--- src/rtl/fir_ctrl_pkg.sv ---
// Shared types and constants for the FIR coefficient controller.
// Coefficients are Q2.13: unity gain is 1 << COEFF_SCALE_SHIFT.
package fir_ctrl_pkg;

  typedef enum logic [1:0] {
    BYPASS = 2'd0,
    FLUSH  = 2'd1,
    RUN    = 2'd2
  } state_e;

  localparam int          NUM_TAPS          = 8;
  localparam int          COEFF_W           = 16;
  localparam int          COEFF_SCALE_SHIFT = 13;
  localparam logic [3:0]  ADDR_STATUS       = 4'd8;
  localparam logic [15:0] COEFF_UNITY       = 16'(1) << COEFF_SCALE_SHIFT;

  typedef logic [NUM_TAPS-1:0][COEFF_W-1:0] coeff_arr_t;

  // Tap 0 at unity, all others zero: a pure passthrough filter.
  localparam coeff_arr_t COEFF_RESET = {{(NUM_TAPS-1){16'h0000}}, COEFF_UNITY};

endpackage

--- src/rtl/fir_coeff_bank.sv ---
// Shadow and active coefficient banks. A write landing in the same cycle
// as a commit is forwarded straight into the active bank.
module fir_coeff_bank
  import fir_ctrl_pkg::*;
(
  input  logic        clk_i,
  input  logic        rst_n_i,
  input  logic        we_i,
  input  logic [3:0]  addr_i,
  input  logic [15:0] wdata_i,
  input  logic        commit_i,
  output coeff_arr_t  shadow_nxt_o,
  output coeff_arr_t  active_o,
  output logic        dirty_o
);

  coeff_arr_t shadow_q, shadow_d, active_q;
  logic       dirty_q, dirty_d;
  logic       wr_hit;

  assign wr_hit = we_i && (addr_i < ADDR_STATUS);

  always_comb begin
    shadow_d = shadow_q;
    if (wr_hit) shadow_d[addr_i[2:0]] = wdata_i;
    dirty_d = commit_i ? 1'b0 : (wr_hit ? 1'b1 : dirty_q);
  end

  always_ff @(posedge clk_i or negedge rst_n_i) begin
    if (!rst_n_i) begin
      shadow_q <= COEFF_RESET;
      active_q <= COEFF_RESET;
      dirty_q  <= 1'b0;
    end else begin
      shadow_q <= shadow_d;
      if (commit_i) active_q <= shadow_d;
      dirty_q <= dirty_d;
    end
  end

  assign shadow_nxt_o = shadow_d;
  assign active_o     = active_q;
  assign dirty_o      = dirty_q;

endmodule

--- src/rtl/fir_coeff_ctrl.sv ---
// FIR coefficient controller: register file, atomic commit and a bypass
// sequencer that holds the datapath off until its pipeline has flushed.
//
// state  | meaning
// BYPASS | filter off, waiting for fir_on_i
// FLUSH  | filter held in bypass while cnt_q counts down to 0
// RUN    | filter enabled with the active coefficients
module fir_coeff_ctrl
  import fir_ctrl_pkg::*;
#(
  parameter int unsigned FLUSH_CYCLES = 12
) (
  input  logic        clk_i,
  input  logic        rst_n_i,
  input  logic        reg_we_i,
  input  logic [3:0]  reg_addr_i,
  input  logic [15:0] reg_wdata_i,
  output logic [15:0] reg_rdata_o,
  input  logic        commit_i,
  input  logic        fir_on_i,
  output logic        enable_fir_o,
  output logic        busy_o,
  output logic        dirty_o,
  output logic [15:0] coeff_0_o,
  output logic [15:0] coeff_1_o,
  output logic [15:0] coeff_2_o,
  output logic [15:0] coeff_3_o,
  output logic [15:0] coeff_4_o,
  output logic [15:0] coeff_5_o,
  output logic [15:0] coeff_6_o,
  output logic [15:0] coeff_7_o
);

  localparam logic [7:0] CNT_LOAD = 8'(FLUSH_CYCLES - 1);

  state_e      state_q;
  logic [7:0]  cnt_q;
  logic        enable_q, busy_q;
  logic [15:0] rdata_q, rdata_d;
  coeff_arr_t  shadow_nxt, active;
  logic        dirty;

  fir_coeff_bank u_bank (
    .clk_i        (clk_i),
    .rst_n_i      (rst_n_i),
    .we_i         (reg_we_i),
    .addr_i       (reg_addr_i),
    .wdata_i      (reg_wdata_i),
    .commit_i     (commit_i),
    .shadow_nxt_o (shadow_nxt),
    .active_o     (active),
    .dirty_o      (dirty)
  );

  // Dropping fir_on_i wins over everything, including a pending commit.
  always_ff @(posedge clk_i or negedge rst_n_i) begin
    if (!rst_n_i) begin
      state_q  <= BYPASS;
      cnt_q    <= '0;
      enable_q <= 1'b0;
      busy_q   <= 1'b0;
    end else if (!fir_on_i) begin
      state_q  <= BYPASS;
      cnt_q    <= '0;
      enable_q <= 1'b0;
      busy_q   <= 1'b0;
    end else begin
      case (state_q)
        BYPASS: begin
          state_q  <= FLUSH;
          cnt_q    <= CNT_LOAD;
          enable_q <= 1'b0;
          busy_q   <= 1'b1;
        end
        FLUSH: begin
          if (commit_i) begin
            cnt_q <= CNT_LOAD;
          end else if (cnt_q == '0) begin
            state_q  <= RUN;
            enable_q <= 1'b1;
            busy_q   <= 1'b0;
          end else begin
            cnt_q <= cnt_q - 8'd1;
          end
        end
        RUN: begin
          if (commit_i) begin
            state_q  <= FLUSH;
            cnt_q    <= CNT_LOAD;
            enable_q <= 1'b0;
            busy_q   <= 1'b1;
          end
        end
        default: begin
          state_q  <= BYPASS;
          cnt_q    <= '0;
          enable_q <= 1'b0;
          busy_q   <= 1'b0;
        end
      endcase
    end
  end

  // Reading from the bank's next-state value returns same-cycle writes.
  always_comb begin
    rdata_d = '0;
    if (reg_addr_i < ADDR_STATUS) rdata_d = shadow_nxt[reg_addr_i[2:0]];
    else if (reg_addr_i == ADDR_STATUS) rdata_d = {13'b0, dirty, state_q};
  end

  always_ff @(posedge clk_i or negedge rst_n_i) begin
    if (!rst_n_i) rdata_q <= '0;
    else          rdata_q <= rdata_d;
  end

  assign reg_rdata_o  = rdata_q;
  assign enable_fir_o = enable_q;
  assign busy_o       = busy_q;
  assign dirty_o      = dirty;
  assign coeff_0_o    = active[0];
  assign coeff_1_o    = active[1];
  assign coeff_2_o    = active[2];
  assign coeff_3_o    = active[3];
  assign coeff_4_o    = active[4];
  assign coeff_5_o    = active[5];
  assign coeff_6_o    = active[6];
  assign coeff_7_o    = active[7];

endmodule

--- config.mk ---
export PLATFORM = sky130hd
export DESIGN_NAME = fir_coeff_ctrl
export DESIGN_NICKNAME = d
export VERILOG_FILES = /design/src/rtl/fir_ctrl_pkg.sv /design/src/rtl/fir_coeff_bank.sv /design/src/rtl/fir_coeff_ctrl.sv
export SDC_FILE = /design/constraint.sdc
export NUM_CORES = 1
export LEC_CHECK = 0
export CAP_MARGIN = 0
export CORE_ASPECT_RATIO = 1.1
export CORE_MARGIN = 5
export CORE_UTILIZATION = 50
export DETAILED_ROUTE_END_ITERATION = 8
export GPL_TIMING_DRIVEN = 0
export MAX_ROUTING_LAYER = met4
export PLACE_DENSITY = 0.81
export SYNTH_ARGS = -nofsm -noshare
export SYNTH_HDL_FRONTEND = slang
export SYNTH_SLANG_ARGS = --single-unit
--- constraint.sdc ---
create_clock -name clk_i -period 2.8 [get_ports clk_i]
set_input_delay 0.84 -clock clk_i [delete_from_list [all_inputs] [get_ports clk_i]]
set_output_delay 0.84 -clock clk_i [all_outputs]
set_load 0.05 [all_outputs]
==> results.txt <==
----------------------------------------------------
[GRT]
  Maximum number of pins on one net before global-route repair ... about 110
  Global route overflow ... 0
  Initial antenna violation count ... 0
  Vias in the first global route ... 7899
  Total track usage ... 0.230
  Global-route wire length before repair ... 46200 um

[Routing]
  DRC violation count after routing ... 0
  Count of routing violations after the opening detailed-route iteration ... 437
  First-pass detailed-route iteration total ... 5
  Total detailed-routing wirelength ... 29900 um
  Post-route antenna net violation count ... 0
  Post-DR vias/cell ... 5.59
  Vias ... 7298
  Detailed-route wire length per cell ... ~23 um

[Synthesis]
  Synthesized area ... 11900 um^2
  Number of warnings issued by yosys ... 0
  Main synth FF type ... dfrtp_1
  Count of cell types in the netlist ... 45
  Commonest cells in the synthesized netlist ... dfrtp_1 (282), mux2_2 (249), mux2i_1 (33), clkbuf_1 (27), mux4_2 (19)
  Biggest area consumer among synthesized cells ... dfrtp_1
  Seq/Total Area, Yosys ... 0.597
  Proportion of register bits with asynchronous set or reset after synthesis ... 1.00
  Library cell with the highest instance count after synthesis ... dfrtp_1
  Post-synthesis net count ... 808
  Area share of the largest cell type after synthesis ... 0.593
  Synth Register Bits ... 284
  Synthesized instance count ... 781
  Post-Syn Area per Cell ... ~15 um^2
  Top cells by area, synth ... dfrtp_1 (59%), mux2_2 (24%), mux4_2 (3.6%)
  EDFF count, synth ... 0

[Critical path]
  WP data arrival ... 3.30 ns
  Endpoint kind of the worst setup timing path ... flip-flop
  Critical register-to-register path startpoint ... cnt_q[0]$_DFFE_PN0P_
  Required time of the critical path ... 3.21 ns
  Critical path launch point ... reg_we_i
  Reg-to-reg endpoint ... cnt_q[1]$_DFFE_PN0P_
  Critical Path End ... u_bank.active_o[25]$_DFFE_PN0P_
  Category of the critical setup timing path ... input pin to flip-flop
  Sort of element at the start of the critical path ... input pin
  Register-to-register setup slack ... roughly 0.65 ns
  Crit path max fanout ... 10
  Cell depth of the worst flop-to-flop path ... 6

[STA]
  Worst-case headroom to the max-slew limit ... 0.424
  Worst Clk Skew ... just over 0.009 ns
  Final slew viol count ... 0
  Hold Violations, Final ... 0
  Post-route worst hold slack ... 0.310 ns
  Final min period ... 2.89 ns
  Worst Setup Slack, final ... -0.0863 ns
  Final setup violation count ... 37
  Measured slew at the worst slew-check pin ... 0.864 ns
  Final period util ... 1.03
  Highest Clock Rate ... 346 MHz
  Unrepaired setup endpoints after global routing ... true

[Min path]
  Classification of the worst-slack hold path ... input pin to asynchronous set/reset pin

[Clocking]
  Number of hold buffers added after cts ... 0
  Buffers from clock root to sink, at most ... 3
  Post-cts sizing count ... 2
  Number of buffers inserted during clock tree synthesis ... 28
  H-tree level count ... 1
  Master cell of the clock root buffer ... clkbuf_16
  Clock-pin slew reported for the worst setup and hold paths after clock tree synthesis ... 0.06 ns
  CTS tree ... done
  Clock sink count ... 284
  Count of buffers added by post-CTS timing repair for setup ... 0
  Insertion delay of the later-clocked pin in the worst-skew pair ... 0.53 ns

[Outcome]
  Result of the run ... finished, violations left
  Failing checks ... setup timing

[Floorplanning]
  Total I/O pin count ... 172
  FP Rows ... 59
  Die height ... 172 um
  Area enclosed by the die boundary ... between 20000 and 30000 um^2
  Initial Utilization ... 0.505
  Floorplan die width ... 157 um
  Area of the core ... approximately 24000 um^2

[Run]
  Count of max-cap constraint violations ... 0

[Layout]
  Share of layout cells above drive strength 1 ... 0.353
  P&R area growth vs syn ... 26.2%
  Non-filler cells, final ... 1305
  Final net count ... 1006
  Number of diodes ... 0

[Pwr]
  Peak supply drop ... 540 uV
  Leakage power ... ~0.0065 uW
  Power density over the cells ... between 900 and 1000 nW/um^2
  Total power consumption of the routed design ... 14600 uW

[Placed design]
  Port buffer count ... 166
  HPWL after detailed placement ... 21000 um
  Final Wtd Congestion ... 0.908
  Placed Instances ... 1254
  Post-placement setup slack ... -0.807 ns

----------------------------------------------------
## power breakdown
part | leakage (uW) | internal, uW | switching [uW]
registers | 0.00350 | 5090 | 578
logic | 0.00252 | 1910 | 2970
clock network | 0.000493 | 2470 | 1550
total | 0.00652 | 9470 | 5110
## per-stage QoR
stage	util	TNS [ns]	area [um^2]
2_1_floorplan	-	0	11900
3_3_place_gp	0.592	-3222.35	13900
3_5_place_dp	0.595	-72.64	14000
4_1_cts	0.638	-1.22	15000
5_1_grt	0.638	-5.08	15000
6_report	0.638	-1.31	15000
## cell type report
type / instances / area [um^2]
inverter: 7 / 26.3
fill: 1738 / 8530
timing repair buffer: 168 / 1720
tap: 305 / 382
buffer: 47 / 209
sequential: 284 / 7110
multi-input combinational: 443 / 4570
clock inverter: 9 / 148
clock buffer: 42 / 855
## state kept, by name, indices dropped and copies added, names as in the netlist
register	cells
cnt_q	8
enable_fir_o	1
reg_rdata_o	16
state_q	1
u_bank.dirty_o	1
u_bank.shadow_q	128
u_bank.active_o	128
busy_o	1
## how the worst min path moves through the flow
stage,start,end,slack [ns],depth (start not counted)
after floorplan,u_bank.shadow_q[71]$_DFF_PN0_,u_bank.shadow_q[71]$_DFF_PN0_,0.48,1
after global placement,u_bank.active_o[107]$_DFFE_PN0P_,u_bank.active_o[107]$_DFFE_PN0P_,0.49,1
after detailed placement,u_bank.active_o[21]$_DFFE_PN0P_,u_bank.active_o[21]$_DFFE_PN0P_,0.49,1
after CTS,rst_n_i,cnt_q[4]$_DFFE_PN0P_,0.34,1
after global routing,rst_n_i,cnt_q[4]$_DFFE_PN0P_,0.37,1
final,rst_n_i,cnt_q[4]$_DFFE_PN0P_,0.31,1
## worst max-delay path: stages
cell             delay [ns]
clkdlybuf4s50_1        0.54
nand3b_1               0.22
nor3_2                 0.59
buf_2                  0.44
mux2_2                 0.39
mux2_2                 0.27
## logic make-up (layout without fill, tap and decap cells)
family / count (synthesis) / in the layout / share of synthesized area
buf+inv: 54 / 273 / 0.0197
mux: 311 / 311 / 0.312
compound gates: 49 / 49 / 0.0309
flops: 284 / 284 / 0.597
simple gates: 80 / 80 / 0.0374
fa+ha+maj: 2 / 2 / 0.00210
xor+xnor: 1 / 1 / 0.000736
## layout by cell type, fill, tap and decap left out, types with 7 or more instances in the layout
master / n
nor2b_1: 10
inv_1: 7
mux4_2: 19
nor2_1: 14
clkdlybuf4s50_1: 165
mux2_4: 10
buf_2: 14
mux2i_1: 33
nand2_1: 12
clkbuf_8: 8
a211oi_1: 10
a2bb2oi_1: 10
mux2_2: 249
clkbuf_1: 32
clkbuf_16: 29
dfrtp_1: 282
nor3_1: 14
## per-layer routing
layer,part of all wire,track usage
met3,0.056,0.0362
met2,0.50,0.383
met1,0.43,0.308
met4,0.011,0.0382
met5,0,-
Power figures use the tool's default switching activity.
